===== config.mk =====
export PLATFORM = sky130hd
export DESIGN_NAME = eng_fmt_tx
export DESIGN_NICKNAME = d
export VERILOG_FILES = /design/src/rtl/eng_fmt_tx.sv
export SDC_FILE = /design/constraint.sdc
export NUM_CORES = 1
export LEC_CHECK = 0
export ABC_CLOCK_PERIOD_IN_PS = 2500
export CAP_MARGIN = 40
export CORE_AREA = 2 2 88 90
export DETAILED_ROUTE_END_ITERATION = 8
export DIE_AREA = 0 0 90 92
export GPL_TIMING_DRIVEN = 0
export PLACE_DENSITY = 0.79
export SLEW_MARGIN = 20
export SYNTH_ARGS = -nofsm -noshare
export SYNTH_HDL_FRONTEND = slang
export SYNTH_SLANG_ARGS = --single-unit

===== constraint.sdc =====
create_clock -name clk -period 2.5 [get_ports clk]
set_input_delay 0.25 -clock clk [delete_from_list [all_inputs] [get_ports clk]]
set_output_delay 0.25 -clock clk [all_outputs]
set_load 0.1 [all_outputs]

===== src/rtl/eng_fmt_tx.sv =====
// Formats an unsigned value as ASCII "<digits>[ <prefix><unit>]" and streams it
// one byte at a time over a valid/ready interface.
module eng_fmt_tx #(
    parameter int W  = 16,
    parameter int ND = 5
) (
    input  logic         clk,
    input  logic         rst_n,
    input  logic         in_valid,
    output logic         in_ready,
    input  logic [W-1:0] in_value,
    input  logic [3:0]   in_scale,
    input  logic [1:0]   in_unit,
    output logic         out_valid,
    input  logic         out_ready,
    output logic [7:0]   out_byte,
    output logic         out_last
);

    typedef enum logic [2:0] {
        S_IDLE, S_CONV, S_DIGITS, S_SPACE, S_PREFIX, S_UNIT
    } state_t;

    state_t state, next_state;

    logic [W-1:0]    sh;
    logic [4*ND-1:0] bcd;
    logic [5:0]      cnt;
    logic [3:0]      scale;
    logic [1:0]      unit;
    logic [3:0]      dig_idx;
    logic            started;
    logic [1:0]      u_idx;

    logic            accept, emitting, free, hold_last, load, done;
    logic            has_space;
    logic [3:0]      cur_idx;
    logic [3:0]      digit;
    logic [4*ND-1:0] bcd_sel;
    logic [7:0]      emit_char;
    logic            emit_last;

    function automatic logic [4*ND-1:0] add3(input logic [4*ND-1:0] b);
        logic [4*ND-1:0] r;
        r = b;
        for (int i = 0; i < ND; i++)
            if (r[4*i +: 4] >= 4'd5) r[4*i +: 4] = r[4*i +: 4] + 4'd3;
        return r;
    endfunction

    function automatic logic [3:0] lead_digit(input logic [4*ND-1:0] b);
        logic [3:0] idx;
        idx = 4'd0;
        for (int i = 0; i < ND; i++)
            if (b[4*i +: 4] != 4'd0) idx = 4'(i);
        return idx;
    endfunction

    function automatic logic [7:0] prefix_char(input logic [3:0] s);
        case (s)
            4'd0:    return 8'h66; // f
            4'd1:    return 8'h70; // p
            4'd2:    return 8'h6E; // n
            4'd3:    return 8'h75; // u
            4'd4:    return 8'h6D; // m
            4'd6:    return 8'h6B; // k
            4'd7:    return 8'h4D; // M
            4'd8:    return 8'h47; // G
            default: return 8'h3F; // ?
        endcase
    endfunction

    assign in_ready  = (state == S_IDLE);
    assign accept    = in_valid && in_ready;
    assign has_space = (scale != 4'd5) || (unit != 2'd0);
    assign emitting  = (state == S_DIGITS) || (state == S_SPACE) ||
                       (state == S_PREFIX) || (state == S_UNIT);
    assign free      = !out_valid || out_ready;
    // The final byte parks in the output register until taken; nothing loads behind it.
    assign hold_last = out_valid && out_last;
    assign load      = emitting && free && !hold_last;
    assign done      = hold_last && out_ready;

    always_ff @(posedge clk) begin
        if (!rst_n) state <= S_IDLE;
        else        state <= next_state;
    end

    always_comb begin
        next_state = state;
        case (state)
            S_IDLE:   if (accept) next_state = S_CONV;
            S_CONV:   if (cnt == 6'(W-1)) next_state = S_DIGITS;
            S_DIGITS: begin
                if (done) next_state = S_IDLE;
                else if (load && !emit_last && cur_idx == 4'd0) next_state = S_SPACE;
            end
            S_SPACE: begin
                if (done) next_state = S_IDLE;
                else if (load) next_state = (scale != 4'd5) ? S_PREFIX : S_UNIT;
            end
            S_PREFIX: begin
                if (done) next_state = S_IDLE;
                else if (load && !emit_last) next_state = S_UNIT;
            end
            S_UNIT:   if (done) next_state = S_IDLE;
            default:  next_state = S_IDLE;
        endcase
    end

    always_comb begin
        emit_char = 8'h00;
        emit_last = 1'b0;
        cur_idx   = started ? dig_idx : lead_digit(bcd);
        bcd_sel   = bcd >> {cur_idx, 2'b00};
        digit     = bcd_sel[3:0];
        case (state)
            S_DIGITS: begin
                emit_char = 8'h30 + {4'd0, digit};
                emit_last = (cur_idx == 4'd0) && !has_space;
            end
            S_SPACE:  emit_char = 8'h20;
            S_PREFIX: begin
                emit_char = prefix_char(scale);
                emit_last = (unit == 2'd0);
            end
            S_UNIT: begin
                case (unit)
                    2'd1: begin emit_char = 8'h48; emit_last = 1'b1; end
                    2'd2: begin emit_char = 8'h46; emit_last = 1'b1; end
                    default: begin
                        emit_char = (u_idx == 2'd0) ? 8'h4F : (u_idx == 2'd1) ? 8'h68 : 8'h6D;
                        emit_last = (u_idx == 2'd2);
                    end
                endcase
            end
            default: ;
        endcase
    end

    always_ff @(posedge clk) begin
        if (!rst_n) begin
            sh        <= '0;
            bcd       <= '0;
            cnt       <= '0;
            scale     <= '0;
            unit      <= '0;
            dig_idx   <= '0;
            started   <= 1'b0;
            u_idx     <= '0;
            out_valid <= 1'b0;
            out_last  <= 1'b0;
            out_byte  <= 8'h00;
        end else begin
            if (accept) begin
                sh      <= in_value;
                bcd     <= '0;
                cnt     <= '0;
                scale   <= in_scale;
                unit    <= in_unit;
                dig_idx <= '0;
                started <= 1'b0;
                u_idx   <= '0;
            end
            // Double-dabble: correct each digit, then shift one value bit in.
            if (state == S_CONV) begin
                {bcd, sh} <= {add3(bcd), sh} << 1;
                cnt       <= cnt + 6'd1;
            end
            if (load) begin
                out_byte  <= emit_char;
                out_valid <= 1'b1;
                out_last  <= emit_last;
                if (state == S_DIGITS) begin
                    started <= 1'b1;
                    if (cur_idx != 4'd0) dig_idx <= cur_idx - 4'd1;
                end
                if (state == S_UNIT) u_idx <= u_idx + 2'd1;
            end else if (out_valid && out_ready) begin
                out_valid <= 1'b0;
                out_last  <= 1'b0;
            end
        end
    end

endmodule


== Yosys cells after proc, flatten, opt, wreduce, memory -nomap -nowiden ==
Memories as Yosys holds them, arrays and structs flattened. A register that Yosys moved wholly into a read port is not among the register bits.
Cells that the tools add are included.

* Flip-flop bits (word level): 68
* Latch bits: 0
* Word-level logic and storage cells: 128
* Memories: 1
* RAM bits: 0
* Memory bits (read-only): 112

{| class="wikitable"
|+ Memories
! name !! depth !! bits a word !! rd ports !! clocked after Yosys merged registers in !! wr ports !! RTL line !! RTL
|-
| (name not given) || 16 || 7 || 1 || 1 || 0 || 60 || <nowiki>case (s)</nowiki>
|}

* $add $sub $neg: 9
* Multiply operators: 0
* Shift-type cells: 1
* Bitwise logic cells: 1
* Eq/ne operators: 17
* Div/mod/pow operators: 0
* Multiplexer cells: 48
* Order comparisons: 5
* Reductions and logical operators: 33

{| class="wikitable"
|+ Operator list
! cell !! count
|-
| two-way mux 4 bit || 14
|-
| two-way mux 20 bit || 2
|-
| two-way mux 3 bit || 11
|-
| two-way mux 16 bit || 2
|-
| case mux 8 bit (4 select lines) || 1
|-
| >= comparator 4 x 3 -> 1 bit (second input constant) || 5
|-
| nonzero test 4 bit || 5
|-
| right shift 20 x 6 -> 4 bit || 1
|-
| two-way mux 6 bit || 3
|-
| case mux 3 bit (6 select lines) || 1
|-
| adder 4 x 2 -> 4 bit (second input constant) || 4
|-
| case mux 6 bit (2 select lines) || 1
|-
| logical AND 1 bit || 9
|-
| two-way mux 1 bit || 9
|-
| adder 6 x 4 -> 7 bit (first input constant) || 1
|-
| adder 6 x 1 -> 6 bit (second input constant) || 1
|-
| == test 3 x 2 -> 1 bit (second input constant) || 2
|-
| == test 3 bit (second input constant) || 2
|-
| == test 6 x 4 -> 1 bit (second input constant) || 1
|-
| two-way mux 2 bit || 3
|-
| inequality test 3 bit (second input constant) || 2
|-
| AND reduction 6 bit || 1
|-
| nonzero test 2 bit || 3
|-
| logical OR 1 bit || 5
|-
| 17 further kinds || 25
|}

== Longest topological paths before layout ==
* Word-level depth: 15
* Mapped depth: 12
* Depth with buffers taken out: 12

== Worst setup path after synthesis ==
No wires, ideal clock.

* Path type: flip-flop to flip-flop
* From: register state[2]
* To: register with a tool-made name
* Cell stages (with the launch flop): 11
* Clock period less this slack: 3.245 ns
* Data required time: 2.374 ns
* Path slack: -0.745 ns
* Setup time: 0.126 ns
* Data arrival time: 3.119 ns
* Cells stage by stage: dfxtp_1 -> nor3_2 -> and2_1 -> buf_2 -> buf_2 -> nand2_1 -> a21oi_1 -> inv_1 -> ha_1 -> nor2b_1 -> o21ai_0

{| class="wikitable"
|+ RTL lines
! what !! RTL line !! RTL
|-
| from (decl) || 24 || <nowiki>state_t state, next_state;</nowiki>
|-
| from (signal assigned) || 86 || <nowiki>else state <= next_state;</nowiki>
|}

== Worst setup path after layout ==
* From: register bcd[4]
* To: register dig_idx[1]

* Word-level cells in the longest chain between the ends: 10

{| class="wikitable"
|+ RTL lines
! what !! RTL line !! RTL
|-
| from (decl) || 27 || <nowiki>logic [4*ND-1:0] bcd;</nowiki>
|-
| from (signal assigned) || 167 || <nowiki>{bcd, sh} <= {add3(bcd), sh} << 1;</nowiki>
|-
| nonzero test 4 bit * || 55 || <nowiki>if (b[4*i +: 4] != 4'd0) idx = 4'(i);</nowiki>
|-
| two-way mux 1 bit * || 55 ||
|-
| two-way mux 4 bit * (3 in series) || 55 ||
|-
| two-way mux 4 bit * || 114 || <nowiki>cur_idx = started ? dig_idx : lead_digit(bcd);</nowiki>
|-
| subtractor 4 x 1 -> 4 bit / nonzero test 4 bit (equally long branches) || 176 || <nowiki>if (cur_idx != 4'd0) dig_idx <= cur_idx - 4'd1;</nowiki>
|-
| two-way mux 4 bit * || 176 ||
|-
| two-way mux 4 bit * || 174 || <nowiki>if (state == S_DIGITS) begin</nowiki>
|-
| two-way mux 4 bit * || 170 || <nowiki>if (load) begin</nowiki>
|-
| to (signal assigned) || 176 ||
|-
| to (decl) || 31 || <nowiki>logic [3:0] dig_idx;</nowiki>
|}

Every way passes the cells marked *; elsewhere a longest branch is shown, timed or not.
A chain may end at the register's enable or synchronous reset.

==> impl_results.md <==
* Buffers on Ports at 35
* Rel. slew slack at 55.43%
* Grt total ovfl at 0
* CTS Sinks at 74
* # setup viols final at 0
* Flops & latches, synth at 74
* Syn_area_per_cell at 8.033 um2
* Critical Path Start: bcd[4]$_SDFFE_PN0P_
* Max-slew violations at 0
* Worst reg2reg path endpoint: dig_idx[1]$_SDFF_PN0_
* Hold buffer count at CTS at 0
* Synth area leaders: dfxtp_1, ha_1, a21oi_1
* Core area at 7447 um2
* Crit-path cells: inv_1 -> ha_1 -> nor3b_2 -> o41ai_2 -> a22o_2 -> inv_2 -> ha_2 -> o211ai_1 -> nand3_2 -> nor2_1 -> a31oi_1 -> nor2_1
* CP Capture Type: register
* Layout cells sized above 1 at 14.87%
* Hold Vio Cnt, Final at 0
* Routability cong. at 0.9068
* Area of the multi-input gates at 2515 um2
* Status: finished, final reports clean
* Wirelength, routed at 10.76 mm
* Peak supply drop at 0.4636 mV
* Post-synthesis cell type count at 65
* Fraction of post-synthesis cell area in the top cell type by area at 35.53%
* Post-Synthesis Cells at 519
* Clock power frac at 21.4%
* Vert. Die Dim at 92 um
* WL/cell at 15.66 um
* Max H-tree Level at 3
* GRT Max-Usage Layer: met2
* Worst-margin pin slew at 668.5 ps
* Finished Cell Area at 5140 um2
* Worst hold path class: register to register
* Initial Util at 55.98%
* Post-synth EDFFs at 0
* CTS Buf Count at 9
* Most frequent cell after synthesis: dfxtp_1
* Max_cap viols at 0
* HPWL Detailed at 7.701 mm
* Post-synth top cells: dfxtp_1, nand2_1, a21oi_1
* CTS tree: built
* Synthesized Nets at 571
* Syn. warnings at 0
* Util after Layout at 69.02%
* DR DRC count at 0
* Clock Tree Root: clkbuf_8
* Fin crit share at 95.08%
* Number of routed nets with antenna violations at 0
* GR Layer Usage met3 at 5.177%
* Vias/cell at 5.913
* Filler instances at 607
* Area grow syn2layout at 23.29%
* Clock tree buffer depth at 2
* Hold_ws at 452.8 ps
* Worst setup path end: dig_idx[1]$_SDFF_PN0_
* Nature of the critical path startpoint: register
* Async SR Flop Fraction at 0%
* Latest clock arrival within the worst-skew pair at 350 ps
* Die Area at 8280 um2
* Worst path bufs/invs at 2
* Gr usage total at 26.30%
* # rows at 32
* Critical path arrival at 2660 ps
* Max frequency at 420.7 MHz
* Met2 usage at 43.17%
* Tmin final at 2377 ps
* Top FF cell, synth: dfxtp_1
* Switch share at 43.13%
* DR pass1 iterations at 6
* Vias in the first global route at 3839
* Placed inst area at 4872 um2
* Io pins at 37
* Post-synthesis cell area at 4169 um2
* Peak per-stage delay on the critical path at 400 ps
* Cell repeated most along the worst path: nor2_1
* Cell depth of the worst flop-to-flop path at 12
* Critical-path top delay cell: dfxtp_2
* Routed via count at 4062
* Sequential share of the synthesized area at 35.53%
* Combinational share of power at 45.6%
* Power Density at 868.4 nW/um2
* GR Util met1 at 33.59%
* Clock skew at 11.66 ps
* Inserted Diodes at 0
* Initial DRC count at 359
* Lkg Pwr at 1.936 nW
* Die Wd at 90 um
* CP Data Required Time at 2780 ps
* WS Path Type: register to register
* Worst R2R Start: bcd[4]$_SDFFE_PN0P_
* Internal power at 0.002538 W
* Antenna violations before repair at 0
* Top delay family on crit path: simple AND/OR/NAND/NOR gates
* Register area at 1486 um2
* # nets final at 632
* First-pass GRT wire length at 17.73 mm
* Sw Pwr at 0.001925 W
* Reg power frac at 33.0%
* Reg2reg setup slack at 120 ps
* Top cell type by total area after synthesis: dfxtp_1
* Crit Path Max Fanout at 8
* Reg clk slew, reported paths at 80 ps
* Worst path depth at 12
* Largest net degree at the start of global routing at 14
## layer usage
metal | share of wire (%) | up-vias
met5 | 0 | -
met4 | 2.3 | 0
met3 | 7.4 | 29
met2 | 47 | 193
met1 | 43 | 1891
li1 | - | 1949
## layout make-up
type                       instances  share of cell area, %
multi-input combinational        386                  48.93
sequential                        74                  28.92
timing repair buffer              50                  10.47
buffer                            35                  3.432
clock buffer                      10                  2.678
tap                              102                  2.483
inverter                          24                  1.801
clock inverter                     6                  1.290
## through the flow
step	setup slack [ps]	setup TNS (ps)	power, W	instances
6_report	122.9	0	0.004464	687
5_1_grt	-29.24	-44.41	0.004689	687
2_1_floorplan	-37.23	-94.84	0.002853	519
3_5_place_dp	-88.85	-304.9	0.003484	666
4_1_cts	21.36	0	0.004434	683
3_3_place_gp	-22.40	-56.82	0.003298	656
## layout by cell type (no fill, tap or decap), drive strengths merged, types with 3 or more instances in the layout
| cell type | n |
|---|---|
| a21o | 3 |
| a21oi | 63 |
| a22oi | 19 |
| a31oi | 11 |
| buf | 34 |
| clkbuf | 26 |
| clkdlybuf4s50 | 35 |
| clkinv | 6 |
| dfxtp | 74 |
| ha | 26 |
| inv | 23 |
| mux2 | 4 |
| mux2i | 5 |
| nand2 | 65 |
| nand2b | 9 |
| nand3 | 26 |
| nand4 | 6 |
| nor2 | 37 |
| nor2b | 5 |
| nor3 | 21 |
| nor3b | 5 |
| nor4b | 3 |
| o211ai | 7 |
| o21ai | 26 |
| o31ai | 3 |
| xnor2 | 6 |
| xor2 | 5 |
## registers in the layout, indices dropped and copies added, names as in the netlist, named ones only
register,count
u_idx,2
out_byte,7
cnt,6
sh,16
dig_idx,4
out_last,1
out_valid,1
bcd,20
scale,4
unit,2
started,1
state,3
## worst min-delay path, cell delays in order (launching register included)
cell	delay [ps]
dfxtp_1	310
nand2_1	50
a21oi_1	50
## logic make-up (layout without fill, tap and decap cells)
kind of cell               count (synthesis)  in the layout  synth area share, %
and+or+nand+nor                          187            187                22.75
AOI/OAI and AO/OA                        151            151                22.90
DFF                                       74             74                35.53
buffers and inverters                     59            125                6.092
adders and majority gates                 27             27                8.043
xor gates and xnor gates                  11             11                2.311
muxes                                      9              9                2.281
other                                      1              1              0.08995
## worst min path at each step
stage / start / endpoint / cells after the start / slack, ps
after global placement: sh[15]$_SDFFE_PN0P_ / bcd[0]$_SDFFE_PN0P_ / 2 / 440
after global routing: sh[15]$_SDFFE_PN0P_ / bcd[0]$_SDFFE_PN0P_ / 2 / 470
after floorplan: in_unit[0] / unit[0]$_SDFFE_PN0P_ / 2 / 390
after detailed placement: sh[15]$_SDFFE_PN0P_ / bcd[0]$_SDFFE_PN0P_ / 2 / 440
after CTS: sh[15]$_SDFFE_PN0P_ / bcd[0]$_SDFFE_PN0P_ / 2 / 460
final: sh[15]$_SDFFE_PN0P_ / bcd[0]$_SDFFE_PN0P_ / 2 / 450
## timing repair
item                                    in CTS  in global routing
cloned                                       0                  0
endpoints found under the setup margin       6                  6
pin swaps                                    2                  4
resized for setup                            4                  6
setup buffers                                1                  4
## power by group through the flow
| stage | logic, W | registers, W | clock network (W) |
|---|---|---|---|
| floorplan | 0.00112 | 0.00173 | 0 |
| global placement | 0.00181 | 0.00149 | 0 |
| detailed placement | 0.00199 | 0.00150 | 0 |
| CTS | 0.00200 | 0.00147 | 0.000962 |
| global route | 0.00219 | 0.00149 | 0.00101 |
| finish | 0.00203 | 0.00147 | 0.000956 |
Power figures use the tool's default switching activity.
